[config.mk]
export PLATFORM = sky130hd
export DESIGN_NAME = counter_call_dispatcher
export DESIGN_NICKNAME = d
export VERILOG_FILES = /design/src/rtl/response_pkg.sv /design/src/rtl/ticket_fifo.sv /design/src/rtl/counter_call_dispatcher.sv
export SDC_FILE = /design/constraint.sdc
export NUM_CORES = 1
export LEC_CHECK = 0
export ABC_CLOCK_PERIOD_IN_PS = 9700
export CAP_MARGIN = 20
export CELL_PAD_IN_SITES_DETAIL_PLACEMENT = 1
export CELL_PAD_IN_SITES_GLOBAL_PLACEMENT = 1
export CORE_ASPECT_RATIO = 1.5
export CORE_MARGIN = 8
export CORE_UTILIZATION = 51
export DETAILED_ROUTE_END_ITERATION = 8
export PLACE_DENSITY = 0.91
export SYNTH_ARGS = -nofsm -noshare
export SYNTH_HDL_FRONTEND = slang
export SYNTH_SLANG_ARGS = --single-unit
[constraint.sdc]
create_clock -name clk -period 9.7 [get_ports clk]
set_clock_uncertainty 0.05 [all_clocks]
set_input_delay 1.94 -clock clk [delete_from_list [all_inputs] [get_ports clk]]
set_output_delay 1.94 -clock clk [all_outputs]
set_load 0.01 [all_outputs]
[src/rtl/response_pkg.sv]
// Shared constants, counter ids and dispatcher FSM states for the response system.
package response_pkg;
  localparam int NUM_COUNTERS = 5;
  localparam int NUM_W        = 6;
  localparam int DEPTH        = 16;

  localparam logic [2:0] CNT_A = 3'd0;
  localparam logic [2:0] CNT_B = 3'd1;
  localparam logic [2:0] CNT_C = 3'd2;
  localparam logic [2:0] CNT_D = 3'd3;
  localparam logic [2:0] CNT_E = 3'd4;

  typedef enum logic [1:0] {
    IDLE     = 2'd0,
    ARB      = 2'd1,
    ANNOUNCE = 2'd2
  } state_t;
endpackage

[src/rtl/ticket_fifo.sv]
// Waiting-ticket FIFO: push is dropped when full, pop is ignored when empty.
// Head is visible combinationally; count/full/empty follow the registered occupancy.
module ticket_fifo #(
  parameter int DEPTH = 16,
  parameter int NUM_W = 6
) (
  input  logic                     clk,
  input  logic                     rst,
  input  logic                     push,
  input  logic [NUM_W-1:0]         push_data,
  input  logic                     pop,
  output logic [NUM_W-1:0]         pop_data,
  output logic [$clog2(DEPTH):0]   count,
  output logic                     full,
  output logic                     empty
);
  localparam int AW = $clog2(DEPTH);

  logic [NUM_W-1:0] mem [DEPTH];
  logic [AW-1:0]    wr_ptr;
  logic [AW-1:0]    rd_ptr;
  logic             do_push;
  logic             do_pop;

  assign full     = (count == (AW+1)'(DEPTH));
  assign empty    = (count == '0);
  assign do_push  = push && !full;
  assign do_pop   = pop && !empty;
  assign pop_data = mem[rd_ptr];

  always_ff @(posedge clk) begin
    if (do_push) mem[wr_ptr] <= push_data;
  end

  always_ff @(posedge clk) begin
    if (!rst) begin
      wr_ptr <= '0;
      rd_ptr <= '0;
      count  <= '0;
    end else begin
      if (do_push) wr_ptr <= wr_ptr + AW'(1);
      if (do_pop)  rd_ptr <= rd_ptr + AW'(1);
      case ({do_push, do_pop})
        2'b10:   count <= count + (AW+1)'(1);
        2'b01:   count <= count - (AW+1)'(1);
        default: count <= count;
      endcase
    end
  end
endmodule

[src/rtl/counter_call_dispatcher.sv]
// Round-robin dispatch of queued tickets to requesting counters; call_valid rises 2 cycles after work appears
// and holds number/counter until call_ready. Define CALL_RECALL_EN to add re-announcement of a served number.
module counter_call_dispatcher #(
  parameter int NUM_COUNTERS = response_pkg::NUM_COUNTERS,
  parameter int NUM_W        = response_pkg::NUM_W,
  parameter int DEPTH        = response_pkg::DEPTH
) (
  input  logic                          clk,
  input  logic                          rst,
  input  logic                          ticket_valid,
  input  logic [NUM_W-1:0]              ticket_number,
  input  logic [NUM_COUNTERS-1:0]       counter_req,
  input  logic                          call_ready,
  output logic                          call_valid,
  output logic [NUM_W-1:0]              call_number,
  output logic [2:0]                    call_counter,
  output logic [NUM_COUNTERS*NUM_W-1:0] service_numbers,
  output logic [$clog2(DEPTH):0]        waiting_count,
  output logic                          queue_empty,
  output logic                          queue_full,
  output logic                          overflow
`ifdef CALL_RECALL_EN
  ,
  input  logic                          recall_req,
  input  logic [2:0]                    recall_counter
`endif
);
  import response_pkg::*;

  typedef struct packed {
    logic [NUM_W-1:0] number;
    logic [2:0]       counter;
  } call_t;

  state_t                  state;
  call_t                   call_q;
  logic [NUM_COUNTERS-1:0] pending;
  logic [NUM_COUNTERS-1:0] pending_next;
  logic [NUM_COUNTERS-1:0] clear_mask;
  logic [2:0]              rr_ptr;
  logic [2:0]              pick;
  logic [2:0]              idx;
  logic                    found;
  logic                    accept;
  logic                    fifo_pop;
  logic [NUM_W-1:0]        head;
  logic                    call_is_recall;

  assign call_number  = call_q.number;
  assign call_counter = call_q.counter;
  assign accept       = call_valid && call_ready;
  assign fifo_pop     = (state == ARB) && found;

  ticket_fifo #(.DEPTH(DEPTH), .NUM_W(NUM_W)) u_fifo (
    .clk       (clk),
    .rst       (rst),
    .push      (ticket_valid),
    .push_data (ticket_number),
    .pop       (fifo_pop),
    .pop_data  (head),
    .count     (waiting_count),
    .full      (queue_full),
    .empty     (queue_empty)
  );

  // Scan pending counters starting at the round-robin pointer, wrapping at the last counter.
  always_comb begin
    found = 1'b0;
    pick  = '0;
    idx   = rr_ptr;
    for (int i = 0; i < NUM_COUNTERS; i++) begin
      if (!found && pending[idx]) begin
        found = 1'b1;
        pick  = idx;
      end
      idx = (idx == 3'(NUM_COUNTERS-1)) ? 3'd0 : idx + 3'd1;
    end
  end

  always_comb begin
    clear_mask = '0;
    if (accept && !call_is_recall) begin
      for (int c = 0; c < NUM_COUNTERS; c++)
        if (call_q.counter == 3'(c)) clear_mask[c] = 1'b1;
    end
    pending_next = (pending | counter_req) & ~clear_mask;
  end

`ifdef CALL_RECALL_EN
  logic             recall_hit;
  logic [NUM_W-1:0] recall_number;

  // An out-of-range counter id reads as zero and so never triggers a recall.
  always_comb begin
    recall_number = '0;
    for (int c = 0; c < NUM_COUNTERS; c++)
      if (recall_counter == 3'(c)) recall_number = service_numbers[c*NUM_W +: NUM_W];
    recall_hit = recall_req && (recall_number != '0);
  end
`else
  assign call_is_recall = 1'b0;
`endif

  always_ff @(posedge clk) begin
    if (!rst) begin
      state           <= IDLE;
      pending         <= '0;
      rr_ptr          <= '0;
      call_valid      <= 1'b0;
      call_q          <= '0;
      service_numbers <= '0;
      overflow        <= 1'b0;
`ifdef CALL_RECALL_EN
      call_is_recall  <= 1'b0;
`endif
    end else begin
      pending <= pending_next;
      if (ticket_valid && queue_full) overflow <= 1'b1;
      case (state)
        IDLE: begin
          if (|pending && !queue_empty) state <= ARB;
`ifdef CALL_RECALL_EN
          if (recall_hit) begin
            call_q         <= '{number: recall_number, counter: recall_counter};
            call_valid     <= 1'b1;
            call_is_recall <= 1'b1;
            state          <= ANNOUNCE;
          end
`endif
        end
        ARB: begin
          if (found) begin
            call_q     <= '{number: head, counter: pick};
            call_valid <= 1'b1;
            state      <= ANNOUNCE;
          end else begin
            state <= IDLE;
          end
        end
        ANNOUNCE: begin
          if (accept) begin
            call_valid <= 1'b0;
`ifdef CALL_RECALL_EN
            call_is_recall <= 1'b0;
`endif
            if (!call_is_recall) begin
              for (int c = 0; c < NUM_COUNTERS; c++)
                if (call_q.counter == 3'(c)) service_numbers[c*NUM_W +: NUM_W] <= call_q.number;
              rr_ptr <= (call_q.counter == 3'(NUM_COUNTERS-1)) ? 3'd0 : call_q.counter + 3'd1;
            end
            state <= (|pending_next && !queue_empty) ? ARB : IDLE;
          end
        end
        default: state <= IDLE;
      endcase
    end
  end
endmodule
# == Word-level counts from Yosys, hierarchy flattened ==
# Memory sizes are Yosys's and may differ from the RTL's. A register that Yosys moved wholly into a read port is not among the register bits.
# Index checks and enable logic that the tools add are counted.
# op_classes
eq_ne,16
n_reduce_logical,34
mux,42
n_addsub,9
bitwise,3
magnitude_cmp,5
# ops
operator,count
$mux 3,10
$lt 3x4->1 const B,5
$mux 1,20
$reduce_and 3->1,6
$add 3x1->3 const B,5
$bmux 1 s3,5
$eq 3x3->1 const B,5
$logic_and 1x1->1,11
$pmux 5 s2,1
$reduce_or 5->1,2
$add 4x1->4 const B,2
$logic_not 1->1,7
$eq 3x2->1 const B,2
$mux 2,3
$ne 2x2->1 const B,3
$pmux 2 s3,1
$reduce_and 2->1,3
$add 5x1->5 const B,1
$and 5x5->5,1
$eq 5x5->1 const B,1
$logic_not 5->1,1
$mux 5,1
$not 5->5,1
$or 5x5->5,1
8 further kinds,11
# totals
elab_cells,124
mem_count,1
mem_bits_rw,96
reg_bits,58
# memory_table
memory,words,word_bits,rd,rd_clocked_by_memory_dff,wr,line,source
u_fifo.mem,16,6,1,1,1,ticket_fifo.sv:19,logic [NUM_W-1:0] mem [DEPTH];

# == Longest topological paths before layout ==
# depth
depth_word,19
depth_mapped,25
ltp_nobuf,24

# == Cells and area by module ==
# A second synthesis with hierarchy kept.
# hier_totals
hier_cells,603
hier_area_um2,7604.8
# by_module_without_submodules
module,area_per_inst_um2,seq_area_each_um2,cells_each,instances
ticket_fifo,4742.0,3223.1,263,1
counter_call_dispatcher,2862.7,1021.0,340,1

# == Least setup slack after synthesis ==
# No wires, ideal clock.
# synth_path
kind,reg2reg
start,reg rr_ptr[0]
end,reg u_fifo.count[4]
arrival_time_ns,4.948
slack_ns,4.631
period_less_slack_ns,5.069
path_stages_with_launch,22
setup_ns,0.070
cell_sequence,dfxtp_1 -> buf_6 -> inv_1 -> ha_1 -> a21oi_1 -> inv_1 -> ha_1 -> o21ai_0 -> a22o_2 -> inv_1 -> ha_1 -> a221oi_2 -> mux4_2 -> a2111oi_4 -> nor2_1 -> ha_1 -> ha_1 -> a21o_1 -> a21oi_1 -> xnor2_1 -> or3_1 -> a21oi_1
# synth_between
elab_chain_cells,19
# synth_lines
item,line,source
from (decl),counter_call_dispatcher.sv:40,logic [2:0] rr_ptr;
from (signal assigned),counter_call_dispatcher.sv:149,rr_ptr <= (call_q.counter == 3'(NUM_COUNTERS-1)) ? 3'd0 : call_q.counter + 3'd1;
branches (longest 14 deep; another with $add 3x1->3),n/a,
$mux 1 (*),counter_call_dispatcher.sv:72,if (!found && pending[idx]) begin
$logic_and 1x1->1 (*),counter_call_dispatcher.sv:52,assign fifo_pop = (state == ARB) && found;
$logic_and 1x1->1 (*),ticket_fifo.sv:28,assign do_pop = pop && !empty;
named net u_fifo.do_pop,ticket_fifo.sv:23,logic do_pop;
$eq 2x1->1 / $eq 2x2->1 (equally long branches),ticket_fifo.sv:43,"case ({do_push, do_pop})"
$pmux 5 s2 / $reduce_bool 2->1 (equally long branches),n/a,
to (signal assigned),ticket_fifo.sv:44,2'b10: count <= count + (AW+1)'(1);
to (signal assigned),ticket_fifo.sv:45,2'b01: count <= count - (AW+1)'(1);
to (signal assigned),ticket_fifo.sv:46,default: count <= count;
to (decl),ticket_fifo.sv:13,"output logic [$clog2(DEPTH):0] count,"
# Mark *: on every way through the listed nets, which the timed path passes. The select of a mux whose other input is x is not followed.
# A chain may end at the register's enable or synchronous reset.

# == Worst setup path after layout ==
# Ends and elaborated chain as after synthesis.

==> run_results.csv <==
group,metric,value,unit
clock_tree,clk_pin_slew_worst_paths,70,ps
clock_tree,clkLatencyLatePin,430,ps
place,pre_cts_slack,3310,ps
grt,grt.overflow.total,0,
place,hpwl,13.8,mm
power_and_ir_drop,seq_power_share,46.4,%
clock_tree,cts_root_buf,"sky130_fd_sc_hd__clkbuf_16",
power_and_ir_drop,share_comb_of_total_power,10.9,%
power_and_ir_drop,power_frac_clock,42.7,%
grt,grt_first_pass_wirelength,31.4,mm
critical_path,timing.critical_path.slowest_stage_cell,"sky130_fd_sc_hd__a2111oi_4",
drt,routed_wl,20.2,mm
yosys,syn-cell-area,0.00718,mm2
drt,vias_per_cell,6.18,
critical_path,required,10010,ps
sta,slew_headroom,30.2,%
sta,setup_tns,0,ps
layout,n_antenna_cell,0,
sta,timing_max_transition_violations_final,0,
drt,initialDrtViolationCount,253,
drt,drcViolationCount,0,
floorplanning,boundaryPins,63,
yosys,ys_ff_latch,160,
power_and_ir_drop,power_report.internal_total,1.21,mW
clock_tree,cts-root-to-sink-buffers,2,
layout,fill_cells,1350,
power_and_ir_drop,p_leak,2.92,nW
sta,whs,414,ps
yosys,ys_seq_area_share,58.0,%
sta,postLayoutSetupSlackWorst,3120,ps
critical_path,end_kind,"flip-flop",
drt,routed_wire_length_per_instance,25.0,um
yosys,yosys.cell_types.count,62,
grt,global_route.usage.total,22.8,%
layout,final_nets,664,
yosys,syn_inst,572,
critical_path,arrival,6890,ps
yosys,syn_avg_cell_area,12.6,um2
yosys,number_of_flops_mapped_to_enable_cells_by_yosys,96,
yosys,asyncSetResetFlopFracSynth,0,%
clock_tree,clkSinkCount,160,
clock_tree,cts_made_buffers,17,
critical_path,cp-start-kind,"flip-flop",
floorplanning,die_y,161,um
power_and_ir_drop,largest_voltage_drop_on_the_vdd_net,176,uV
power_and_ir_drop,cellPowerDensity,193,mW/mm2
grt,vias_in_the_first_global_route,5474,
yosys,ys.warnings.count,0,
critical_path,critical-path-top-cell-by-count,"sky130_fd_sc_hd__inv_1",
grt,grt_start_max_net_pins,56,
layout,final_layout_size_suffix_gt1_share,12.8,%
critical_path,cp_top_family,"compound AO/OA/AOI/OAI gates",
critical_path,timing.critical_path.cells,"inv_1 > ha_1 > a21oi_1 > inv_1 > ha_1 > o21ai_0 > a22o_2 > inv_1 > ha_1 > a21o_1 > a221oi_2 > mux4_2 > a2111oi_4 > nor2_1 > ha_1 > inv_1 > fa_1 > inv_1 > a21o_1 > a21oi_1 > xnor2_1 > or3_1 > a21oi_1",
worst_hold_path,worst_hold_path_type,"flip-flop to flip-flop",
power_and_ir_drop,power.share.switching,26.6,%
yosys,synth-main-ff-cell,"sky130_fd_sc_hd__edfxtp_1",
critical_path,critical_path.max_stage_delay,740,ps
job,maxCapViolCount,0,
drt,antenna_left,0,
floorplanning,design.die.area,0.0182,mm2
yosys,synth_nets,609,
sta,layout_min_cycle_time,6580,ps
drt,vias,4974,
power_and_ir_drop,p_switching,0.438,mW
floorplanning,rows,53,
clock_tree,ctsHoldBuffers,0,
critical_path,timing_worst_setup_path_type,"flip-flop to flip-flop",
power_and_ir_drop,finalPower,1.65,mW
grt,grt_antenna_before_repair,0,
clock_tree,cts_setup_buffers,0,
floorplanning,core,0.0139,mm2
clock_tree,cts.repair.resized,0,
drt,drtPass1Iterations,4,
sta,setup_viol_count_final,0,
layout,most-common-layout-cells,"sky130_fd_sc_hd__edfxtp_1 (96), sky130_fd_sc_hd__dfxtp_1 (64), sky130_fd_sc_hd__clkdlybuf4s50_1 (62)",
clock_tree,tritoncts,"done",
clock_tree,htree_num_levels,4,
sta,final_hold_viol_count,0,
run_status,status,"finished, final reports clean",
floorplanning,initial_core_util,51.8,%
place,port-buffer-count,62,
floorplanning,die_width,113,um
layout,mostFrequentLayoutCell,"sky130_fd_sc_hd__edfxtp_1",
sta,worstMarginPinSlew,1040,ps
critical_path,crit_path_max_fanout,13,
critical_path,critical_path.n_buffers_inverters,5,
place,gpl.final_weighted_congestion,0.857,
sta,achievable-frequency,0.152,GHz
sta,unrepaired_setup_endpoints_after_global_routing,"no",
sta,finalCritPeriodShare,67.9,%
layout,areaGrowthSynthToFinish,19.0,%
-- worst min-delay path, cell delays in order (launching register included) --
cell                      delay, ps
sky130_fd_sc_hd__dfxtp_1        320
sky130_fd_sc_hd__nand2_1         50
sky130_fd_sc_hd__a21oi_1         50
-- metrics by stage --
| step | instances | util (%) | area, um2 |
|---|---|---|---|
| finish | 805 | 61.6 | 8540 |
| global placement | 772 | 57.0 | 7900 |
| CTS | 805 | 61.6 | 8540 |
| global route | 805 | 61.6 | 8540 |
| detailed placement | 773 | 57.2 | 7920 |
| floorplan | 572 | - | 7180 |
-- flip-flops by register name (all words and copies together), names as in the netlist --
register	flops
pending	5
rr_ptr	3
u_fifo.rd_ptr	4
service_numbers	30
u_fifo.count	5
call_valid	1
overflow	1
u_fifo.wr_ptr	4
call_number	6
call_counter	3
u_fifo.mem	96
state	2
-- metal layers --
| layer | global-route usage, % | vias to the layer above | part of all wire [%] |
|---|---|---|---|
| li1 | - | 2239 | - |
| met5 | 0 | - | 0 |
| met3 | 3.96 | 43 | 3.4 |
| met4 | 11.1 | 0 | 2.7 |
| met1 | 23.2 | 2555 | 37 |
| met2 | 43.4 | 137 | 57 |
-- layout make-up --
cell class / instances / area [um2] / share of cell area, %
Sequential cell: 160 / 4160 / 48.8
Multi-Input combinational cell: 361 / 2810 / 32.9
Timing Repair Buffer: 65 / 663 / 7.76
Clock buffer: 17 / 425 / 4.98
Tap cell: 165 / 206 / 2.42
Clock inverter: 15 / 193 / 2.26
Inverter: 22 / 82.6 / 0.967
-- cell usage after synthesis, drive strengths merged, types with 5 or more instances --
cell	instances	share of area (%)
ha	21	3.7
clkbuf	18	0.96
xor2	5	0.61
nor3	12	0.84
o21ai	14	0.98
nand2b	8	0.70
nand3	29	2.0
or4	5	0.52
nor2b	6	0.52
and2	8	0.70
mux2i	21	2.9
nor2	54	2.9
edfxtp	96	40
mux4	33	10
buf	11	0.80
a21oi	49	3.4
a31oi	5	0.44
dfxtp	64	18
nand2	42	2.2
inv	22	1.2
-- path summary, 6_finish.rpt --
path	depth (start not counted)	from	slack (ps)	endpoint
max	23	rr_ptr[0]	3120	u_fifo.count[4]
min	2	service_numbers[3]	410	service_numbers[3]
min reg2reg	2	service_numbers[3]	410	service_numbers[3]
max reg2reg	23	rr_ptr[0]	3120	u_fifo.count[4]
-- logic make-up (layout without fill, tap and decap cells) --
group	count (synthesis)	after routing	synth area share [%]
adders and majority gates	22	22	3.94
buffers and inverters	51	119	2.91
and+or+nand+nor	183	183	12.5
DFF	160	160	58.0
xor gates and xnor gates	7	7	0.854
AOI/OAI and AO/OA	93	93	8.16
muxes	56	56	13.6
-- power by group through the flow --
stage / logic [mW] / clock network, mW / registers (mW)
floorplan: 0.109 / 0 / 0.771
CTS: 0.181 / 0.707 / 0.763
finish: 0.180 / 0.703 / 0.764
detailed placement: 0.176 / 0 / 0.778
global route: 0.194 / 0.733 / 0.766
global placement: 0.165 / 0 / 0.775
No activity file was read; power rests on OpenSTA's default activity.
